===== src/rtl/ps2_host_tx_pkg.sv =====
// Shared definitions for the PS/2 host transmitter: FSM state encoding,
// common keyboard command bytes and the parity helper.
package ps2_host_tx_pkg;

    typedef enum logic [2:0] {
        ST_IDLE      = 3'd0,
        ST_INHIBIT   = 3'd1,
        ST_RTS       = 3'd2,
        ST_SHIFT     = 3'd3,
        ST_ACK       = 3'd4,
        ST_WAIT_IDLE = 3'd5
    } ps2_state_e;

    localparam logic [7:0] PS2_CMD_SET_LEDS = 8'hED;
    localparam logic [7:0] PS2_CMD_ENABLE   = 8'hF4;
    localparam logic [7:0] PS2_CMD_RESET    = 8'hFF;

    // PS/2 frames carry odd parity: the bit makes the 9-bit total odd.
    function automatic logic odd_parity(input logic [7:0] b);
        return ~^b;
    endfunction

endpackage


===== src/rtl/ps2_line_sync.sv =====
// Two-flop synchroniser for the raw PS/2 clock and data lines plus a
// falling-edge pulse on the synchronised clock. Usable by the receive side too.
module ps2_line_sync (
    input  logic clk_i,
    input  logic rst_i,
    input  logic ps2_clk_i,
    input  logic ps2_dat_i,
    output logic ps2_clk_o,
    output logic ps2_dat_o,
    output logic clk_fall_o
);

    logic [1:0] clk_sync_q;
    logic [1:0] dat_sync_q;
    logic       clk_prev_q;

    // Flops reset high (idle bus level) so reset release never fakes an edge.
    always_ff @(posedge clk_i or posedge rst_i) begin
        if (rst_i) begin
            clk_sync_q <= 2'b11;
            dat_sync_q <= 2'b11;
            clk_prev_q <= 1'b1;
        end else begin
            clk_sync_q <= {clk_sync_q[0], ps2_clk_i};
            dat_sync_q <= {dat_sync_q[0], ps2_dat_i};
            clk_prev_q <= clk_sync_q[1];
        end
    end

    assign ps2_clk_o  = clk_sync_q[1];
    assign ps2_dat_o  = dat_sync_q[1];
    assign clk_fall_o = clk_prev_q & ~clk_sync_q[1];

endmodule


===== src/rtl/ps2_host_tx.sv =====
// PS/2 host-to-device transmitter: request-to-send, LSB-first shift of
// byte + odd parity + stop on device falling edges, then ACK check.
// Optional watchdog enabled by defining PS2_TX_TIMEOUT_EN.
module ps2_host_tx
    import ps2_host_tx_pkg::*;
#(
    parameter int INHIBIT_CYCLES = 5000,
    parameter int TIMEOUT_CYCLES = 750000,
    parameter int CNT_W          = 20
) (
    input  logic       clk,
    input  logic       i_sclr,
    input  logic       i_valid,
    input  logic [7:0] i_byte,
    output logic       o_ready,
    output logic       o_busy,
    output logic       o_done,
    output logic       o_err,
    input  logic       i_ps2_clk,
    input  logic       i_ps2_dat,
    output logic       o_ps2_clk_oe,
    output logic       o_ps2_dat_oe
);

    localparam logic [CNT_W-1:0] INH_LAST = CNT_W'(INHIBIT_CYCLES - 1);
    localparam logic [CNT_W-1:0] TMO_LAST = CNT_W'(TIMEOUT_CYCLES - 1);

    logic             clk_s, dat_s, clk_fall;
    ps2_state_e       state_q;
    logic [CNT_W-1:0] cnt_q, cnt_d;
    logic [3:0]       edge_q;
    logic [8:0]       shreg_q;
    logic             ready_q, busy_q, done_q, err_q, clk_oe_q, dat_oe_q;

    ps2_line_sync u_sync (
        .clk_i      (clk),
        .rst_i      (i_sclr),
        .ps2_clk_i  (i_ps2_clk),
        .ps2_dat_i  (i_ps2_dat),
        .ps2_clk_o  (clk_s),
        .ps2_dat_o  (dat_s),
        .clk_fall_o (clk_fall)
    );

    // One counter times the inhibit phase and the watchdog; it parks at the
    // watchdog limit so a stalled transfer never wraps it.
    always_comb begin
        cnt_d = cnt_q;
        if (cnt_q != TMO_LAST) cnt_d = cnt_q + CNT_W'(1);
    end

    // Transfer FSM with registered handshake and line-drive outputs.
    always_ff @(posedge clk or posedge i_sclr) begin
        if (i_sclr) begin
            state_q  <= ST_IDLE;
            cnt_q    <= '0;
            edge_q   <= '0;
            shreg_q  <= '0;
            ready_q  <= 1'b1;
            busy_q   <= 1'b0;
            done_q   <= 1'b0;
            err_q    <= 1'b0;
            clk_oe_q <= 1'b0;
            dat_oe_q <= 1'b0;
        end else begin
            done_q <= 1'b0;
            if (state_q != ST_IDLE) cnt_q <= cnt_d;
            case (state_q)
                ST_IDLE: if (i_valid) begin
                    shreg_q  <= {odd_parity(i_byte), i_byte};
                    cnt_q    <= '0;
                    edge_q   <= '0;
                    err_q    <= 1'b0;
                    ready_q  <= 1'b0;
                    busy_q   <= 1'b1;
                    clk_oe_q <= 1'b1;
                    dat_oe_q <= 1'b0;
                    state_q  <= ST_INHIBIT;
                end
                ST_INHIBIT: if (cnt_q == INH_LAST) begin
                    dat_oe_q <= 1'b1;               // start bit under inhibit
                    state_q  <= ST_RTS;
                end
                ST_RTS: begin
                    clk_oe_q <= 1'b0;               // hand the clock to the device
                    state_q  <= ST_SHIFT;
                end
                // Data moves only after a device falling edge; it samples on rising.
                ST_SHIFT: if (clk_fall) begin
                    edge_q <= edge_q + 4'd1;
                    if (edge_q == 4'd9) begin
                        dat_oe_q <= 1'b0;           // stop bit: release
                        state_q  <= ST_ACK;
                    end else begin
                        dat_oe_q <= ~shreg_q[0];
                        shreg_q  <= {1'b1, shreg_q[8:1]};
                    end
                end
                ST_ACK: if (clk_fall) begin
                    err_q   <= dat_s;               // device pulls data low to ACK
                    state_q <= ST_WAIT_IDLE;
                end
                ST_WAIT_IDLE: if (clk_s && dat_s) begin
                    done_q  <= 1'b1;
                    ready_q <= 1'b1;
                    busy_q  <= 1'b0;
                    state_q <= ST_IDLE;
                end
                default: state_q <= ST_IDLE;
            endcase
`ifdef PS2_TX_TIMEOUT_EN
            // Watchdog overrides everything: abandon the frame and report error.
            if (state_q != ST_IDLE && cnt_q == TMO_LAST) begin
                clk_oe_q <= 1'b0;
                dat_oe_q <= 1'b0;
                done_q   <= 1'b1;
                err_q    <= 1'b1;
                ready_q  <= 1'b1;
                busy_q   <= 1'b0;
                state_q  <= ST_IDLE;
            end
`endif
        end
    end

    assign o_ready      = ready_q;
    assign o_busy       = busy_q;
    assign o_done       = done_q;
    assign o_err        = err_q;
    assign o_ps2_clk_oe = clk_oe_q;
    assign o_ps2_dat_oe = dat_oe_q;

endmodule

===== config.mk =====
export PLATFORM = sky130hd
export DESIGN_NAME = ps2_host_tx
export DESIGN_NICKNAME = d
export VERILOG_FILES = /design/src/rtl/ps2_host_tx_pkg.sv /design/src/rtl/ps2_line_sync.sv /design/src/rtl/ps2_host_tx.sv
export SDC_FILE = /design/constraint.sdc
export NUM_CORES = 1
export LEC_CHECK = 0
export ABC_AREA = 1
export CORE_MARGIN = 2
export CORE_UTILIZATION = 47
export DETAILED_ROUTE_END_ITERATION = 7
export PLACE_DENSITY = 0.65
export SETUP_SLACK_MARGIN = 0.4
export SYNTH_ARGS = -nofsm -noshare
export SYNTH_HDL_FRONTEND = slang
export SYNTH_SLANG_ARGS = --single-unit

===== constraint.sdc =====
create_clock -name clk -period 1.6 [get_ports clk]
set_clock_uncertainty 0.05 [all_clocks]
set_input_delay 0.32 -clock clk [delete_from_list [all_inputs] [get_ports clk]]
set_output_delay 0.32 -clock clk [all_outputs]
set_load 0.03 [all_outputs]

==> summary.txt <==
Status: completed
RSZ-0062 raised after global routing: yes
Worst Setup EP: edge_q[0]$_DFFE_PP0P_
Max Freq: 674 MHz
Starting Density: 0.488
Diode count: 0
Final Hold Viols: 0
Multi-input gate area: 1840 um2
Post-synth net total: 424
Flop-to-flop setup slack: 120 ps
WP data required: 1760 ps
Non-Filler Instances: 541
Post-Place Cells: 510
I/O Pins: 19
YS warnings: 0
WS Path Type: register to register
Sequential Area: 1200 um2
Yosys reg bits: 47
Setup_tns: 0 ps
CTS Root Buffer Type: clkbuf_8
Post-synthesis sequential area ratio: 0.408
Hold_buf cts: 0
CP endpoint kind: register
CTS tree: done
Static Leak: 1.80 nW
Peak VDD IR: 0.935 mV
XOR/XNOR Fraction of Synth Area: 0.0603
Final cycle utilization of the critical path: 0.927
Most frequent cells in the layout: nand2_1, inv_1, nor2_1, buf_4, nand3_1
Worst-Margin Slew: 305 ps
DP Area: 3430 um2
Core area: 5960 um2
Hold Path Class: register to register
Die area: 6820 um2
H-tree Lvls: 2
Clk pin slew, worst setup/hold paths: 100 ps
Synth Area in Compound Gates: 0.0853
Clk buf depth: 2
First-pass GRT wire length: 11,700 um
Synth Flop Type: dfrtp_1
Layout net count: 481
Netlist cell types: 28
Syn-to-layout area delta: 37.7%
RR Startpoint: state_q[1]$_DFFE_PP0P_
Detailed-route DRC error count: 0
Row cnt: 28
Largest net degree at the start of global routing: 48
Slew headroom: 0.795
Mux cell area share after synthesis: 0
Fin crit period: 1480 ps
Post-synthesis adder-cell area fraction: 0.0129
Final RePlAce weighted congestion: 0.923
Pwr Total: 5.91 mW
Crit path DAT: 1650 ps
Worst hold start: u_sync.clk_sync_q[0]$_DFF_PP1_
Syn avg cell area: 7.12 um2
Final HPWL from detailed placement: 4850 um
Layout cells sized above 1: 0.348
Max Cap Viol: 0
Num CTS Buffers: 5
Total wire length: 7170 um
Largest fanout on the critical path: 5
Startpoint types: register
Die W: 82.6 um
Vias: 2,690
Cell Pwr Density: 1480 nW/um2
GRT Total Usage: 0.226
RR Endpoint: edge_q[0]$_DFFE_PP0P_
Mapped Area: 2900 um2
Vias in the first global route: 2,604
Final Instance Area: 4000 um2
FFs w/ async S/R, synth: 1.00
Final setup viols: 0
Initial antenna violation count: 0
Clock Latency Late Sink: 310 ps
Remaining Overflow, GRT: 0
Simple-gate area share of the yosys netlist: 0.348
Initial drt markers: 125
Most common cell after layout, fill and taps aside: nand2_1
Worst Reg-to-Reg Cells: 8
Cells after Synth: 408
Final ANT Viol Nets: 0
Fill cell count: 500
Initial DRT Pass Iterations: 4
Main combinational cell family by area after synthesis: simple AND/OR/NAND/NOR gates
Routed wire length per instance: 13.2 um
Post-synth EDFFs: 0
Mean number of vias per cell: 4.97
IO Port Bufs: 18
Max-slew violation count: 0
Clk sinks: 47
Die Y: 82.6 um
Worst setup path start: state_q[1]$_DFFE_PP0P_
-- cells in the mapped netlist (2+ instances only) --
cell      number  share of area
a21oi_1        7          0.012
buf_2          3         0.0052
buf_6          2         0.0078
clkbuf_1       3         0.0039
dfrtp_1       41           0.35
dfstp_2        6          0.054
ha_1           3          0.013
inv_1         49          0.063
nand2_1      125           0.16
nand2_2        2         0.0043
nand3_1       44          0.076
nand4_1        5          0.011
nor2_1        55          0.071
nor3_1         3         0.0052
o21a_1         2         0.0052
o21ai_0       18          0.031
o21ai_2        7          0.021
o31ai_1        4          0.010
or2_2          2         0.0043
xnor2_1        8          0.024
xor2_1        12          0.036
-- power breakdown --
part           switching, mW  internal (mW)
clock                  0.451          0.472
sequential             0.252           1.49
combinational           1.82           1.42
-- how the worst min path moves through the flow --
stage                                                 to  depth (start not counted)  slack, ps
final                     u_sync.clk_sync_q[1]$_DFF_PP1_                          0        310
after global routing      u_sync.clk_sync_q[1]$_DFF_PP1_                          0        310
after CTS                 u_sync.clk_sync_q[1]$_DFF_PP1_                          0        310
after detailed placement  u_sync.clk_sync_q[1]$_DFF_PP1_                          0        300
after global placement    u_sync.dat_sync_q[1]$_DFF_PP1_                          0        300
after floorplan           u_sync.clk_sync_q[0]$_DFF_PP1_                          0        270
-- what timing repair did --
item                                    4_1_cts  5_1_grt
endpoints found under the setup margin       47       48
gates resized for setup                      86       36
hold endpoints to repair                      0        0
buffers inserted                             16        6
pin swaps                                    19       20
cloned                                        1        0
-- flip-flops by register name, indices dropped and copies added, names as in the netlist --
| signal | count |
|---|---|
| cnt_q | 20 |
| u_sync.dat_sync_q | 2 |
| o_done | 1 |
| o_busy | 1 |
| edge_q | 4 |
| u_sync.clk_sync_q | 2 |
| u_sync.clk_prev_q | 1 |
| state_q | 3 |
| o_ps2_dat_oe | 1 |
| o_ready | 1 |
| o_err | 1 |
| shreg_q | 9 |
| o_ps2_clk_oe | 1 |
-- through the flow --
| stage | utilization | hold WS [ps] | worst slack, ps |
|---|---|---|---|
| 2_1_floorplan | - | 274 | 222 |
| 3_3_place_gp | 0.576 | 295 | -29.5 |
| 3_5_place_dp | 0.576 | 297 | -47.5 |
| 4_1_cts | 0.645 | 312 | 109 |
| 5_1_grt | 0.671 | 314 | 32.3 |
| 6_report | 0.671 | 311 | 117 |
-- layout make-up --
class                   count  share of cell area
clock inverters             3              0.0116
inverters                  50              0.0529
clock buffers               5              0.0172
well taps                  75              0.0235
flip-flops and latches     47               0.300
repair buffers             59               0.136
multi-input cells         302               0.459
-- worst max-delay path, cell delays in order (launching register included) --
cell,delay [ps]
dfrtp_2,460
nor2_4,250
nand2_8,110
buf_4,150
nand2_4,50
nand2_4,80
inv_4,80
o21ai_1,60
o21a_1,90
-- cell families after synthesis --
group | Yosys count
compound gates | 39
xor+xnor | 20
fa+ha+maj | 3
buf+inv | 60
flops | 47
simple gates | 239
-- metal layers --
layer,wire length [um],up-vias,GRT usage
met4,160,0,0.0787
met5,0,-,0
li1,-,1398,-
met1,3300,1246,0.282
met2,3550,34,0.395
met3,153,12,0.0370
Note: power is estimated with default switching activity, not from simulation.
==> edit, RTL diff (same flow settings) <==
`CNT_W`: 20 -> 40.
--- a/src/rtl/ps2_host_tx.sv
+++ b/src/rtl/ps2_host_tx.sv
@@ -6,7 +6,7 @@
 #(
     parameter int INHIBIT_CYCLES = 5000,
     parameter int TIMEOUT_CYCLES = 750000,
-    parameter int CNT_W          = 20
+    parameter int CNT_W          = 40
 ) (
     input  logic       clk,
     input  logic       i_sclr,
Behaviour: no difference found for any inputs over 10 cycles, from zero or initial values; that may be too few to reach the edited logic, so the function may still have changed.
==> edit against the original RTL <==
  * The run now ends with negative setup slack left
  * Sequential cell count increased by 20
  * Area after synthesis increased by 56%
  * Cell area increased by 77%
  * Total power increased by 48%
  * Routed wire length increased by 120%
  * Maximum frequency decreased by 11%
  * Worst setup slack got worse by 0.17 ns
  * Sequential share of layout area decreased by 5.8 points
  * Cell count increased by 73%
==> edit: results (changes against the original RTL) <==
stage,metric,value,unit,change
outcome,status,finished with violations,,
outcome,failing checks,negative setup slack,,
timing,Slew @ Worst Pin,0.325,ns,+0.0199 ns
layout,Fill cells,636,,+27%
worst_hold_path,Hold Crit Class,primary input to asynchronous set/reset pin,,
global_route,vias in the first global route,4858,,+87%
clock_network,H-Tree Depth,3,,+1
setup_path,"Max FO, Critical Path",4,,-1
layout,top flop regs,"cnt_q: 40 flops, shreg_q: 9 flops, edge_q: 4 flops",,
synthesis,Post-synth top cells,"nand2_1, nor2_1, nand3_1",,
detailed_routing,DRT Pass-1 Iters,5,,+1
layout,layout cell share with drive strength beyond 1,45.8,%,+11 points
synthesis,Syn Nets,685,,+62%
global_route,met3 track demand over resource,5.34,%,+1.6 points
layout,nets@finish,818,,+70%
clock_network,clock buffer count from CTS,9,,+4
place,Detailed Place HPWL,9720,microns,+100%
place,Placer Congestion,0.945,,+2.4%
detailed_routing,drt total wl,15900,microns,+120%
place,Area after DPL,0.00555,sq mm,+62%
power,worst vdd ir,1.23,mV,+32%
synthesis,Unique masters post-synth,42,,+50%
timing,Setup Viol. Count Final,19,,+19
global_route,met1 usage,36.0,%,+7.8 points
detailed_routing,drt via density,5.51,,+11%
clock_network,"Clk Latency, worst-skew pair",0.37,ns,+0.06 ns
timing,Final WS setup,-0.0573,ns,-0.175 ns
detailed_routing,DR iter-0 viols,319,,+160%
timing,setup tns final,-0.429,ns,-0.429 ns
power,Pleak,3.33,nW,+85%
place,pre-CTS setup slack,-0.0914,ns,-0.0440 ns
global_route,GRT Util Overall,28.7,%,+6.1 points
synthesis,dominant cells by area after synthesis,"dfrtp_1, nand2_1, nor2_1",,
flow_run,Max-cap violations,0,,unchanged
setup_path,crit path DAT,1.86,ns,+0.21 ns
global_route,M2 GR Usage,48.2,%,+8.7 points
global_route,largest net degree at the start of global routing,32,,-33%
global_route,first-pass GRT wire length,23000,microns,+97%
synthesis,"Seq/Total Area, Yosys",37.1,%,-3.6 points
==> edit: per-stage QoR <==
stage	utilization, %	std cells	hold WS [ns]
2_1_floorplan	-	669	0.274
3_3_place_gp	59.8	873	0.296
3_5_place_dp	59.8	873	0.299
4_1_cts	68.1	915	0.195
5_1_grt	76.2	936	0.243
6_report	76.2	936	0.198
==> edit: logic make-up after synthesis <==
group                    count (synthesis)  synth area share, %
adder cells (fa/ha/maj)                  3                0.827
buffers and inverters                   92                 8.33
AO/OA/AOI/OAI                           48                 6.76
XOR/XNOR                                27                 5.21
flip-flops                              67                 37.1
AND/OR/NAND/NOR                        432                 41.8
==> edit: worst paths after layout <==
check / startpoint / to / slack (ns) / cells after the start
setup / recovery: cnt_q[4] / cnt_q[18] / -0.06 / 8
hold / removal: i_sclr / o_busy / 0.20 / 2
setup reg to reg: cnt_q[4] / cnt_q[18] / -0.06 / 8
hold reg to reg: u_sync.dat_sync_q[0] / u_sync.dat_sync_q[1] / 0.31 / 0
max in group asynchronous: i_sclr / cnt_q[15] / 0.86 / 3
min in group clk: i_ps2_clk / u_sync.clk_sync_q[0] / 0.31 / 1
==> edit: cell type report <==
cell class	count	area share [%]
flip-flops and latches	67	24.2
inverters	71	4.14
clock inverters	6	1.29
repair buffers	142	19.4
multi-input cells	511	47.0
clock buffers	10	1.80
well taps	129	2.28
==> edit: power by group <==
part           switching, mW  internal [mW]
clock                  0.764          0.884
combinational           2.57           2.21
sequential             0.283           2.02
total                   3.61           5.11
==> edit: repair_timing <==
item | CTS | global route
cloned | 1 | 2
pin swaps | 45 | 85
gates resized for setup | 132 | 166
endpoints found under the hold margin | 0 | 0
buffers inserted | 25 | 19
endpoints found under the setup margin | 67 | 68
==> edit: layer usage <==
layer  vias up  share of wire (%)
li1       2379                  -
met1      2471                 40
met2       236                 49
met3        69                6.6
met4         0                5.0
met5         -                  0
